<file path="src/rtl/sort_sequencer_8.sv">
// Serial bubble-sort engine for 8-bit unsigned values: load, sort in place, drain.
// One shared comparator makes every ordering decision, one compare per SORT cycle.

module comparator_8 (
  input  logic [7:0] a,
  input  logic [7:0] b,
  output logic       a_gt_b,
  output logic       a_lt_b
);
  assign a_gt_b = (a > b);
  assign a_lt_b = (a < b);
endmodule

module sort_sequencer_8 #(
  parameter int DEPTH   = 8,
  parameter bit DESCEND = 1'b0
) (
  input  logic       clk,
  input  logic       rst,
  input  logic       in_valid,
  input  logic [7:0] in_data,
  output logic       in_ready,
  input  logic       start,
  output logic       out_valid,
  output logic [7:0] out_data,
  input  logic       out_ready,
  output logic       busy,
  output logic       done,
  output logic [4:0] count
);
  localparam int         AW      = $clog2(DEPTH);
  localparam logic [4:0] DEPTH_C = 5'(DEPTH);

  localparam logic [1:0] ST_LOAD  = 2'd0;
  localparam logic [1:0] ST_SORT  = 2'd1;
  localparam logic [1:0] ST_DRAIN = 2'd2;

  logic [1:0] state;
  logic [7:0] entry [DEPTH];
  logic [4:0] count_r;
  logic [4:0] idx;
  logic [4:0] limit;
  logic [4:0] rd;
  logic       swapped;
  logic       done_r;

  logic       load_ok;
  logic [4:0] count_nx;
  logic [4:0] idx_nx;
  logic [7:0] op_a;
  logic [7:0] op_b;
  logic       a_gt_b;
  logic       a_lt_b;
  logic       swap_now;
  logic       pass_end;
  logic       last_out;

  assign load_ok  = (state == ST_LOAD) && in_valid && (count_r < DEPTH_C);
  assign count_nx = count_r + {4'd0, load_ok};
  assign idx_nx   = idx + 5'd1;
  assign op_a     = entry[idx[AW-1:0]];
  assign op_b     = entry[idx_nx[AW-1:0]];

  comparator_8 u_cmp (
    .a      (op_a),
    .b      (op_b),
    .a_gt_b (a_gt_b),
    .a_lt_b (a_lt_b)
  );

  // Equal operands never swap, which keeps the sort stable.
  assign swap_now = (state == ST_SORT) && (limit != 5'd0) && (DESCEND ? a_lt_b : a_gt_b);
  assign pass_end = (idx_nx == limit);
  assign last_out = (rd == count_r - 5'd1);

  always_ff @(posedge clk or posedge rst) begin
    if (rst) begin
      state   <= ST_LOAD;
      count_r <= 5'd0;
      idx     <= 5'd0;
      limit   <= 5'd0;
      rd      <= 5'd0;
      swapped <= 1'b0;
      done_r  <= 1'b0;
      for (int k = 0; k < DEPTH; k++) entry[k] <= 8'd0;
    end else begin
      done_r <= 1'b0;
      case (state)
        ST_LOAD: begin
          if (load_ok) entry[count_r[AW-1:0]] <= in_data;
          count_r <= count_nx;
          // A load in the same cycle as start is part of the job.
          if (start && (count_nx != 5'd0)) begin
            state   <= ST_SORT;
            idx     <= 5'd0;
            limit   <= count_nx - 5'd1;
            swapped <= 1'b0;
          end
        end
        ST_SORT: begin
          if (limit == 5'd0) begin
            state <= ST_DRAIN;
          end else begin
            if (swap_now) begin
              entry[idx[AW-1:0]]    <= op_b;
              entry[idx_nx[AW-1:0]] <= op_a;
            end
            if (pass_end) begin
              if (!(swapped || swap_now) || (limit == 5'd1)) begin
                state <= ST_DRAIN;
              end else begin
                limit   <= limit - 5'd1;
                idx     <= 5'd0;
                swapped <= 1'b0;
              end
            end else begin
              idx     <= idx_nx;
              swapped <= swapped || swap_now;
            end
          end
        end
        ST_DRAIN: begin
          if (out_ready) begin
            if (last_out) begin
              state   <= ST_LOAD;
              count_r <= 5'd0;
              rd      <= 5'd0;
              done_r  <= 1'b1;
            end else begin
              rd <= rd + 5'd1;
            end
          end
        end
        default: state <= ST_LOAD;
      endcase
    end
  end

  assign in_ready  = (state == ST_LOAD) && (count_r < DEPTH_C);
  assign out_valid = (state == ST_DRAIN);
  assign out_data  = out_valid ? entry[rd[AW-1:0]] : 8'd0;
  assign busy      = (state == ST_SORT) || (state == ST_DRAIN);
  assign done      = done_r;
  assign count     = count_r;
endmodule

</file>
<file path="config.mk">
export PLATFORM = sky130hd
export DESIGN_NAME = sort_sequencer_8
export DESIGN_NICKNAME = d
export VERILOG_FILES = /design/src/rtl/sort_sequencer_8.sv
export SDC_FILE = /design/constraint.sdc
export NUM_CORES = 1
export LEC_CHECK = 0
export ABC_AREA = 1
export BUFFER_PORTS_ARGS = -buffer_cell sky130_fd_sc_hd__buf_2
export CAP_MARGIN = 20
export CORE_ASPECT_RATIO = 1.25
export CORE_MARGIN = 1
export CORE_UTILIZATION = 54
export CTS_CLUSTER_DIAMETER = 100
export DETAILED_ROUTE_END_ITERATION = 7
export GPL_TIMING_DRIVEN = 1
export PLACE_DENSITY_LB_ADDON = 0.05
export SLEW_MARGIN = 20
export SYNTH_ARGS = -nofsm -noshare
export SYNTH_HDL_FRONTEND = slang
export SYNTH_SLANG_ARGS = --single-unit
</file>
<file path="constraint.sdc">
create_clock -name clk -period 4.7 [get_ports clk]
set_input_delay 0.94 -clock clk [delete_from_list [all_inputs] [get_ports clk]]
set_output_delay 0.94 -clock clk [all_outputs]
set_load 0.05 [all_outputs]
</file>
==> results.sh, run 1 <==
export IMPL_ir_drop_mv=0.615
export IMPL_yosys_area_top_type="nand2_1"
export IMPL_ys_flop_type="dfrtp_1"
export IMPL_async_reset_ff_share_pct=100
export IMPL_rsz0062_at_grt="false"
export IMPL_post_route_drc_count=0
export IMPL_syn_area_mm2=0.00834
export IMPL_required_ns=4.96
export IMPL_hold_path_class="reg -> reg"
export IMPL_status="finished clean"
export IMPL_slew_violations=0
export IMPL_finalSetupViolations=0
export IMPL_firstDrtPassIters=6
export IMPL_synthCells=1432
export IMPL_vias=9074
export IMPL_synth_common_cells="nand2_1 (808), o21ai_0 (106), inv_1 (102)"
export IMPL_vias_per_cell=5.60
export IMPL_rr_endpoint="entry[53]$_DFFE_PP0P_"
export IMPL_cp_top_family="simple AND/OR/NAND/NOR gates"
export IMPL_drt_iter0_drc=831
export IMPL_place_gp_congestion=0.956
export IMPL_relSlewSlack_pct=19.3
export IMPL_area_growth_pct=5.96
export IMPL_worst_pin_slew_ns=1.21
export IMPL_cts_root_buf="clkbuf_16"
export IMPL_ant_nets=0
export IMPL_post_synth_main_area_contributors="nand2_1 (36%), dfrtp_1 (26%), o21ai_0 (6.4%)"
export IMPL_syn_avg_cell_area_um2=5.82
export IMPL_die_h_um=141
export IMPL_holdWs_ns=0.475
export IMPL_yosys_warnings=0
export IMPL_nets=1464
export IMPL_cp_start_kind="register"
export IMPL_hold_start="limit[4]$_DFFE_PP0P_"
export IMPL_grt_max_degree=71
export IMPL_ys_types=46
export IMPL_endpoint="entry[53]$_DFFE_PP0P_"
export IMPL_htree_num_levels=3
export IMPL_fillers=1574
export IMPL_dpl_hpwl_um=21600
export IMPL_path_depth=22
export IMPL_track_usage_pct=38.3
export IMPL_syn_nets=1464
export IMPL_grt_pass1_vias=8290
export IMPL_clk_insertion_delay_late_ns=0.36
export IMPL_clk_pin_slew_ns=0.07
export IMPL_r2r_setup_slack_ns=0.95
export IMPL_ys_seq_area_share_pct=26.4
export IMPL_r2r_start="idx[0]$_DFFE_PP0P_"
export IMPL_min_period_ns=3.75
export IMPL_fp_row_count=50
export IMPL_cts_sinks=88
export IMPL_power_leakage_nw=4.95
export IMPL_power_density_mw_per_mm2=673
export IMPL_slowest_delay_ns=0.66
export IMPL_ys_ff_latch=88
export IMPL_overflow=0
export IMPL_wirelength_um=29800
export IMPL_numPortBuffers=29
export IMPL_clock_path_buffers=2
export IMPL_cp_slowest_cell="inv_2"
export IMPL_critical_path_startpoint="idx[0]$_DFFE_PP0P_"
export IMPL_period_share_pct=79.8
export IMPL_cts_tree="yes"
export IMPL_worst_setup_path_end_kind="register"
export IMPL_timing_setup_tns_ns=0
export IMPL_fin_area_mm2=0.00884
export IMPL_hold_buffers=0
export IMPL_hold_viol_final=0
export IMPL_arrival_ns=4.01
export IMPL_maxCapViolations=0
export IMPL_dieArea_mm2=0.0159
export IMPL_fin_skew_ns=0.0134
export IMPL_r2r_cells=22
export IMPL_antenna_found_initial=0
export IMPL_postCtsSetupBuffers=0
export IMPL_initial_core_util_pct=55.5
export IMPL_ios=30
export IMPL_cts_resized=0
export IMPL_coreArea_mm2=0.0150
export IMPL_crit_path_frequent_cell="nand2_1"
export IMPL_worstPathCellList="inv_2, nand3_1, inv_2, nand2_1, o21ai_1, nor2_1, nand2_2, ha_1, nand2_1, inv_1, nand2_1, nand2_1, nand2_1, nand2_1, nand2_1, nand2_1, nand2_8, inv_12, nand2_8, clkinv_4, nand2_1, nand2_1"
export IMPL_synth_most_common_cell="nand2_1"
export IMPL_fp_dieW_um=113
export IMPL_max_freq_ghz=0.267
export IMPL_drive_above_1_share_pct=8.70
export IMPL_dpl_instance_area_mm2=0.00851
export IMPL_worst_setup_path_type="reg -> reg"
export IMPL_yosys_area_top_type_share_pct=36.4
export IMPL_critPathBufInv=5
export IMPL_cp_max_fo=47
export IMPL_diodes=0
export IMPL_numCtsBuffers=9
export IMPL_drt_wirelength_per_cell_um=18.4
export IMPL_grt_pass1_wl_um=46000
export IMPL_synth_edf_count=0
[worst min path at each step]
stage | end | slack (ns) | cells past startpoint
final | limit[4]$_DFFE_PP0P_ | 0.47 | 2
after global routing | entry[48]$_DFFE_PP0P_ | 0.50 | 2
after CTS | limit[4]$_DFFE_PP0P_ | 0.48 | 2
after detailed placement | limit[4]$_DFFE_PP0P_ | 0.46 | 2
after global placement | limit[4]$_DFFE_PP0P_ | 0.46 | 2
after floorplan | limit[4]$_DFFE_PP0P_ | 0.44 | 2
[cells by family (layout without fill, tap and decap cells)]
family | Yosys count | in the layout | share of synthesized area, %
DFF | 88 | 88 | 26.4
AOI/OAI and AO/OA | 181 | 181 | 11.5
muxes | 1 | 1 | 0.120
adders and majority gates | 19 | 19 | 2.85
and+or+nand+nor | 952 | 952 | 47.7
buffers and inverters | 177 | 182 | 9.83
xor gates and xnor gates | 14 | 14 | 1.65
[worst reg2reg max path: cells and delay by family (launching register included)]
kind	cells	cell delay [ns]
AO/OA/AOI/OAI	1	0.07
buffers and inverters	5	1.14
adder cells (fa/ha/maj)	1	0.28
flip-flops	1	0.46
AND/OR/NAND/NOR	15	1.70
[layout by cell type, fill, tap and decap left out, types with 3 or more instances in the layout]
cell	n
o21ai_0	106
a21oi_1	25
nand4_1	9
nand2_8	4
a22oi_1	3
nor2_4	5
inv_4	3
inv_2	11
a31oi_1	8
buf_4	15
ha_1	18
nor2_8	5
nand2_1	808
o21ai_1	27
nand3_1	51
nor2_1	40
nand2_2	12
clkbuf_16	9
xor2_1	10
inv_1	101
dfrtp_1	87
buf_2	29
o211ai_1	8
inv_6	4
nand3_2	7
[per-layer routing]
| layer | vias to the layer above | track usage, % | routed length, um | share of wire (%) |
|---|---|---|---|---|
| li1 | 4462 | - | - | - |
| met1 | 4121 | 48.6 | 12000 | 40 |
| met2 | 399 | 63.8 | 14200 | 48 |
| met3 | 92 | 5.98 | 2260 | 7.6 |
| met4 | 0 | 18.1 | 1330 | 4.5 |
| met5 | - | 0 | 0 | 0 |
[per-stage QoR]
stage	setup WS [ns]	util [%]	total power, mW	instances
after CTS	1.03	58.9	5.88	1619
after floorplan	1.42	-	4.02	1432
after detailed placement	1.05	56.7	5.05	1603
after global routing	0.613	58.9	6.34	1619
final	0.948	58.9	5.94	1619
after global placement	1.06	56.7	5.03	1603
[registers in the layout, indices dropped and copies added (netlist names)]
name and count:
entry 64, count 5, idx 5, limit 5
rd 5, state 2, done 1, swapped 1
[power breakdown]
part,switching (mW),total [mW],leakage [nW],internal (mW)
logic,2.88,3.88,3.60,1.00
clock network,0.343,0.816,0.161,0.473
registers,0.293,1.25,1.19,0.953
[area by class of cell]
type	instances	area [um^2]	share of cell area, %
multi-input cells	1167	5320	60.2
repair buffers	44	258	2.92
well taps	182	228	2.58
clock buffers	9	225	2.55
inverters	122	502	5.68
flip-flops and latches	88	2200	24.9
clock inverters	7	100	1.13
Note: power is estimated with default switching activity, not from simulation.
==> inputs of run 2 (changes only) <==
clock period = 3.6 ns   (was 4.7 ns; I/O delays follow)
==> run 2 against run 1 <==
Final cell count up 1.1%. Combinational power up 38%. Critical endpoint is now entry[8]$_DFFE_PP0P_. Count of clock-buffer cells in the layout up 1. Hold slack worse by 0.0016 ns. Total power up 34%. Sequential share of layout area down 0.52 points. Critical path depth down 2. Non-clock buffer count up 19. Global-route usage up 0.086 points.
==> results.sh, run 2 (synthesis results as in run 1) <==
export IMPL_max_freq_ghz=0.308
export IMPL_fin_skew_ns=0.00652
export IMPL_fp_row_count=50
export IMPL_coreArea_mm2=0.0150
export IMPL_dieArea_mm2=0.0159
export IMPL_ant_nets=0
export IMPL_cp_start_kind="register"
export IMPL_power_leakage_nw=5.06
export IMPL_drt_iter0_drc=964
export IMPL_fillers=1575
export IMPL_ios=30
export IMPL_initial_core_util_pct=55.5
export IMPL_maxCapViolations=0
export IMPL_grt_max_degree=75
export IMPL_top_register="entry"
export IMPL_r2r_start="idx[0]$_DFFE_PP0P_"
export IMPL_hold_buffers=0
export IMPL_hold_path_class="in -> async"
export IMPL_drt_wirelength_per_cell_um=18.1
export IMPL_grt_pass1_vias=8263
export IMPL_worst_slack_ns=0.356
export IMPL_clock_path_buffers=2
export IMPL_cts_sinks=88
export IMPL_clk_pin_slew_ns=0.06
export IMPL_vias_per_cell=5.64
export IMPL_worst_pin_slew_ns=1.18
export IMPL_cts_tree="yes"
export IMPL_place_gp_congestion=0.986
export IMPL_fp_dieW_um=113
export IMPL_worst_setup_path_type="reg -> reg"
export IMPL_die_h_um=141
export IMPL_dpl_hpwl_um=21500
export IMPL_rr_endpoint="entry[8]$_DFFE_PP0P_"
export IMPL_r2r_setup_slack_ns=0.36
export IMPL_timing_setup_tns_ns=0
export IMPL_place_ws_ns=0.416
export IMPL_diodes=0
export IMPL_status="finished clean"
export IMPL_clk_insertion_delay_late_ns=0.36
export IMPL_area_growth_pct=8.21
export IMPL_relSlewSlack_pct=21.3
export IMPL_final_common_cell="nand2_1"
export IMPL_utilization_pct=60.1
export IMPL_post_route_drc_count=0
export IMPL_finalSetupViolations=0
export IMPL_slowest_delay_ns=0.53
export IMPL_track_usage_pct=38.4
export IMPL_largest_reg_flops=64
export IMPL_firstDrtPassIters=5
export IMPL_vias=9226
export IMPL_power_density_mw_per_mm2=882
export IMPL_layout_common_cells="nand2_1 (808), o21ai_0 (106), inv_1 (101)"
export IMPL_worst_setup_path_end_kind="register"
export IMPL_period_share_pct=90.1
export IMPL_drive_above_1_share_pct=9.83
export IMPL_cts_resized=0
export IMPL_numCtsBuffers=9
export IMPL_required_ns=3.85
export IMPL_nets=1483
export IMPL_worstPathCellList="ha_1, xnor2_2, nand2_1, nand2_1, inv_1, ha_1, nand2_1, nand2_1, nand2_1, nand2_1, nand2_1, nand2_1, nand2_1, nand2_1, nand2_8, inv_12, nand2_8, clkinv_4, nand2_1, nand2_1"
export IMPL_cp_max_fo=11
export IMPL_numPortBuffers=29
export IMPL_hold_viol_final=0
export IMPL_htree_num_levels=3
export IMPL_cts_root_buf="clkbuf_16"
export IMPL_antenna_found_initial=0
export IMPL_postCtsSetupBuffers=0
export IMPL_grt_pass1_wl_um=46100
export IMPL_arrival_ns=3.49
export IMPL_wirelength_um=29600
export IMPL_slew_violations=0
export IMPL_r2r_cells=20
export IMPL_cp_slowest_cell="xnor2_2"
export IMPL_overflow=0
export IMPL_crit_path_frequent_cell="nand2_1"
export IMPL_min_period_ns=3.24
export IMPL_rsz0062_at_grt="false"
export IMPL_ir_drop_mv=0.621
[run 2: cell types whose count changed in the layout (fill, tap and decap cells not counted), sizes merged]
cell,delta
buf,+19
inv,-4
clkbuf,+1
clkinv,+1
clkinvlp,+1
[run 2: routing by layer]
metal	share of wire (%)	GRT usage (%)	vias up	routed length (um)
met5	0	0	-	0
met4	5.3	20.4	0	1560
met3	8.9	6.66	107	2630
met2	45	60.1	454	13200
met1	41	50.7	4171	12200
li1	-	-	4494	-
[run 2: power breakdown]
| part | internal, mW | switching [mW] | total (mW) |
|---|---|---|---|
| registers | 1.25 | 0.331 | 1.58 |
| clock network | 0.623 | 0.414 | 1.04 |
| logic | 1.46 | 3.88 | 5.34 |
[run 2: critical path: cells and delay by family (launching register included)]
| family | cells | cell delay [ns] |
|---|---|---|
| xor gates and xnor gates | 1 | 0.53 |
| buffers and inverters | 3 | 0.21 |
| DFF | 1 | 0.49 |
| and+or+nand+nor | 14 | 1.29 |
| adders and majority gates | 2 | 0.60 |
[run 2: area by class of cell]
| class | instances | area, um^2 | area share (%) |
|---|---|---|---|
| Multi-Input combinational cell | 1167 | 5320 | 59.0 |
| Sequential cell | 88 | 2200 | 24.4 |
| Inverter | 122 | 502 | 5.56 |
| Timing Repair Buffer | 63 | 450 | 4.99 |
| Clock buffer | 10 | 239 | 2.65 |
| Tap cell | 182 | 228 | 2.52 |
| Clock inverter | 5 | 81.3 | 0.901 |
[run 2: worst max path at each step]
stage,from,to,slack [ns]
5_1_grt,idx[0]$_DFFE_PP0P_,entry[18]$_DFFE_PP0P_,0.09
2_1_floorplan,count[3]$_DFFE_PP0P_,idx[1]$_DFFE_PP0P_,0.32
3_3_place_gp,idx[0]$_DFFE_PP0P_,entry[14]$_DFFE_PP0P_,0.48
4_1_cts,idx[0]$_DFFE_PP0P_,entry[8]$_DFFE_PP0P_,0.40
6_report,idx[0]$_DFFE_PP0P_,entry[8]$_DFFE_PP0P_,0.36
3_5_place_dp,idx[0]$_DFFE_PP0P_,entry[8]$_DFFE_PP0P_,0.42
[run 2: per-stage QoR]
step / cell area, um^2 / power, mW / hold WS [ns] / instances
after floorplan: 8340 / 5.25 / 0.442 / 1432
after global placement: 8700 / 6.76 / 0.457 / 1622
after detailed placement: 8700 / 6.79 / 0.460 / 1622
after CTS: 9020 / 7.84 / 0.474 / 1637
after global routing: 9020 / 8.45 / 0.500 / 1637
final: 9020 / 7.96 / 0.473 / 1637
==> inputs of run 3 (changes only) <==
CTS_CLUSTER_SIZE = 8   (was unset)
clock period = 3.3 ns   (was 3.6 ns; I/O delays follow)
==> run 3 against run 2 <==
Hold slack worse by 0.087 ns. Flip-flop and latch count unchanged. Sequential power up 7%. Final area up 0.47%. Critical endpoint is now out_data[2]. Register-to-register slack got worse by 0.13 ns. Count of clock-buffer cells in the layout unchanged.
==> results.sh, run 3 (synthesis results as in run 1) <==
export IMPL_die_h_um=141
export IMPL_fin_skew_ns=0.0107
export IMPL_cts_resized=0
export IMPL_required_ns=2.64
export IMPL_hold_viol_final=0
export IMPL_wirelength_um=29900
export IMPL_vias=9260
export IMPL_dp_cells=1633
export IMPL_cp_start_kind="register"
export IMPL_worstPathCellList="o21ai_0, o21ai_0, o21ai_0, a31oi_1, buf_2"
export IMPL_place_gp_congestion=0.987
export IMPL_clk_insertion_delay_late_ns=0.36
export IMPL_relSlewSlack_pct=19.5
export IMPL_antenna_found_initial=0
export IMPL_slowest_delay_ns=0.80
export IMPL_ant_nets=0
export IMPL_holdWs_ns=0.386
export IMPL_vias_per_cell=5.62
export IMPL_finalPower_mw=8.57
export IMPL_htree_num_levels=3
export IMPL_critPathBufInv=1
export IMPL_drive_above_1_share_pct=10.6
export IMPL_dpl_hpwl_um=21900
export IMPL_period_share_pct=95.6
export IMPL_numCtsBuffers=9
export IMPL_multiInputGateArea_mm2=0.00532
export IMPL_worst_pin_slew_ns=1.20
export IMPL_path_depth=5
export IMPL_place_ws_ns=0.245
export IMPL_cp_max_fo=17
export IMPL_worst_setup_path_end_kind="output port"
export IMPL_stdcell_count=1649
export IMPL_power_density_mw_per_mm2=945
export IMPL_firstDrtPassIters=6
export IMPL_coreArea_mm2=0.0150
export IMPL_hold_path_class="in -> async"
export IMPL_largest_reg_flops=64
export IMPL_timing_setup_tns_ns=0
export IMPL_dieArea_mm2=0.0159
export IMPL_drt_wirelength_per_cell_um=18.2
export IMPL_fillers=1576
export IMPL_area_growth_pct=8.72
export IMPL_arrival_ns=2.50
export IMPL_status="finished clean"
export IMPL_cts_tree="yes"
export IMPL_ios=30
export IMPL_cp_slowest_cell="dfrtp_1"
export IMPL_finalSetupViolations=0
export IMPL_power_leakage_nw=5.08
export IMPL_top_register="entry"
export IMPL_rsz0062_at_grt="false"
export IMPL_numPortBuffers=29
export IMPL_clock_path_buffers=2
export IMPL_hold_buffers=0
export IMPL_clk_pin_slew_ns=0.07
export IMPL_layout_common_cells="nand2_1 (808), o21ai_0 (106), inv_1 (100)"
export IMPL_grt_pass1_vias=8408
export IMPL_final_common_cell="nand2_1"
export IMPL_crit_path_frequent_cell="o21ai_0"
export IMPL_register_area_mm2=0.00220
export IMPL_fp_row_count=50
export IMPL_cts_root_buf="clkbuf_16"
export IMPL_min_period_ns=3.16
export IMPL_overflow=0
export IMPL_cts_sinks=88
export IMPL_postCtsSetupBuffers=0
export IMPL_cp_top_family="compound AO/OA/AOI/OAI gates"
export IMPL_nets=1494
export IMPL_drt_iter0_drc=891
export IMPL_diodes=0
export IMPL_grt_max_degree=89
export IMPL_r2r_cells=22
export IMPL_grt_pass1_wl_um=46500
export IMPL_worst_slack_ns=0.144
export IMPL_post_route_drc_count=0
export IMPL_slew_violations=0
export IMPL_maxCapViolations=0
export IMPL_max_freq_ghz=0.317
export IMPL_ir_drop_mv=0.795
export IMPL_fp_dieW_um=113
export IMPL_track_usage_pct=38.8
export IMPL_worst_setup_path_type="reg -> out"
export IMPL_initial_core_util_pct=55.5
[run 3: path summary, 6_finish.rpt]
path                                      start               endpoint  slack (ns)
setup / recovery              rd[1]$_DFFE_PP0P_            out_data[2]        0.14
hold / removal                              rst  entry[18]$_DFFE_PP0P_        0.39
setup reg to reg             idx[0]$_DFFE_PP0P_  entry[11]$_DFFE_PP0P_        0.23
hold reg to reg            limit[4]$_DFFE_PP0P_   limit[4]$_DFFE_PP0P_        0.48
max in group asynchronous                   rst  entry[63]$_DFFE_PP0P_        2.52
min in group clk           limit[4]$_DFFE_PP0P_   limit[4]$_DFFE_PP0P_        0.48
[run 3: layer usage]
metal	share of wire (%)	track usage, %	wire length (um)
met3	8.9	7.18	2660
met1	41	50.0	12200
met4	5.5	22.0	1630
met2	45	60.9	13500
met5	0	0	0
[run 3: metrics by stage]
stage	util (%)	instance area (um^2)
floorplan	-	8340
global placement	58.5	8790
detailed placement	58.5	8790
CTS	60.3	9060
global route	60.4	9070
finish	60.4	9070
[run 3: layout make-up]
cell class	instances	area share [%]
multi-input cells	1167	58.7
inverters	122	5.53
flip-flops and latches	88	24.3
clock inverters	6	0.497
clock buffers	10	2.53
repair buffers	74	5.92
well taps	182	2.51
[run 3: worst register-to-register path, delay by kind of cell (launching register included)]
kind	cells	cell delay [ns]
adder cells (fa/ha/maj)	2	0.62
buffers and inverters	5	0.53
flip-flops	1	0.45
AND/OR/NAND/NOR	15	1.35
[run 3: where the power goes]
part | switching [mW] | internal [mW]
clock | 0.464 | 0.513
sequential | 0.334 | 1.36
combinational | 4.26 | 1.64
total | 5.05 | 3.52
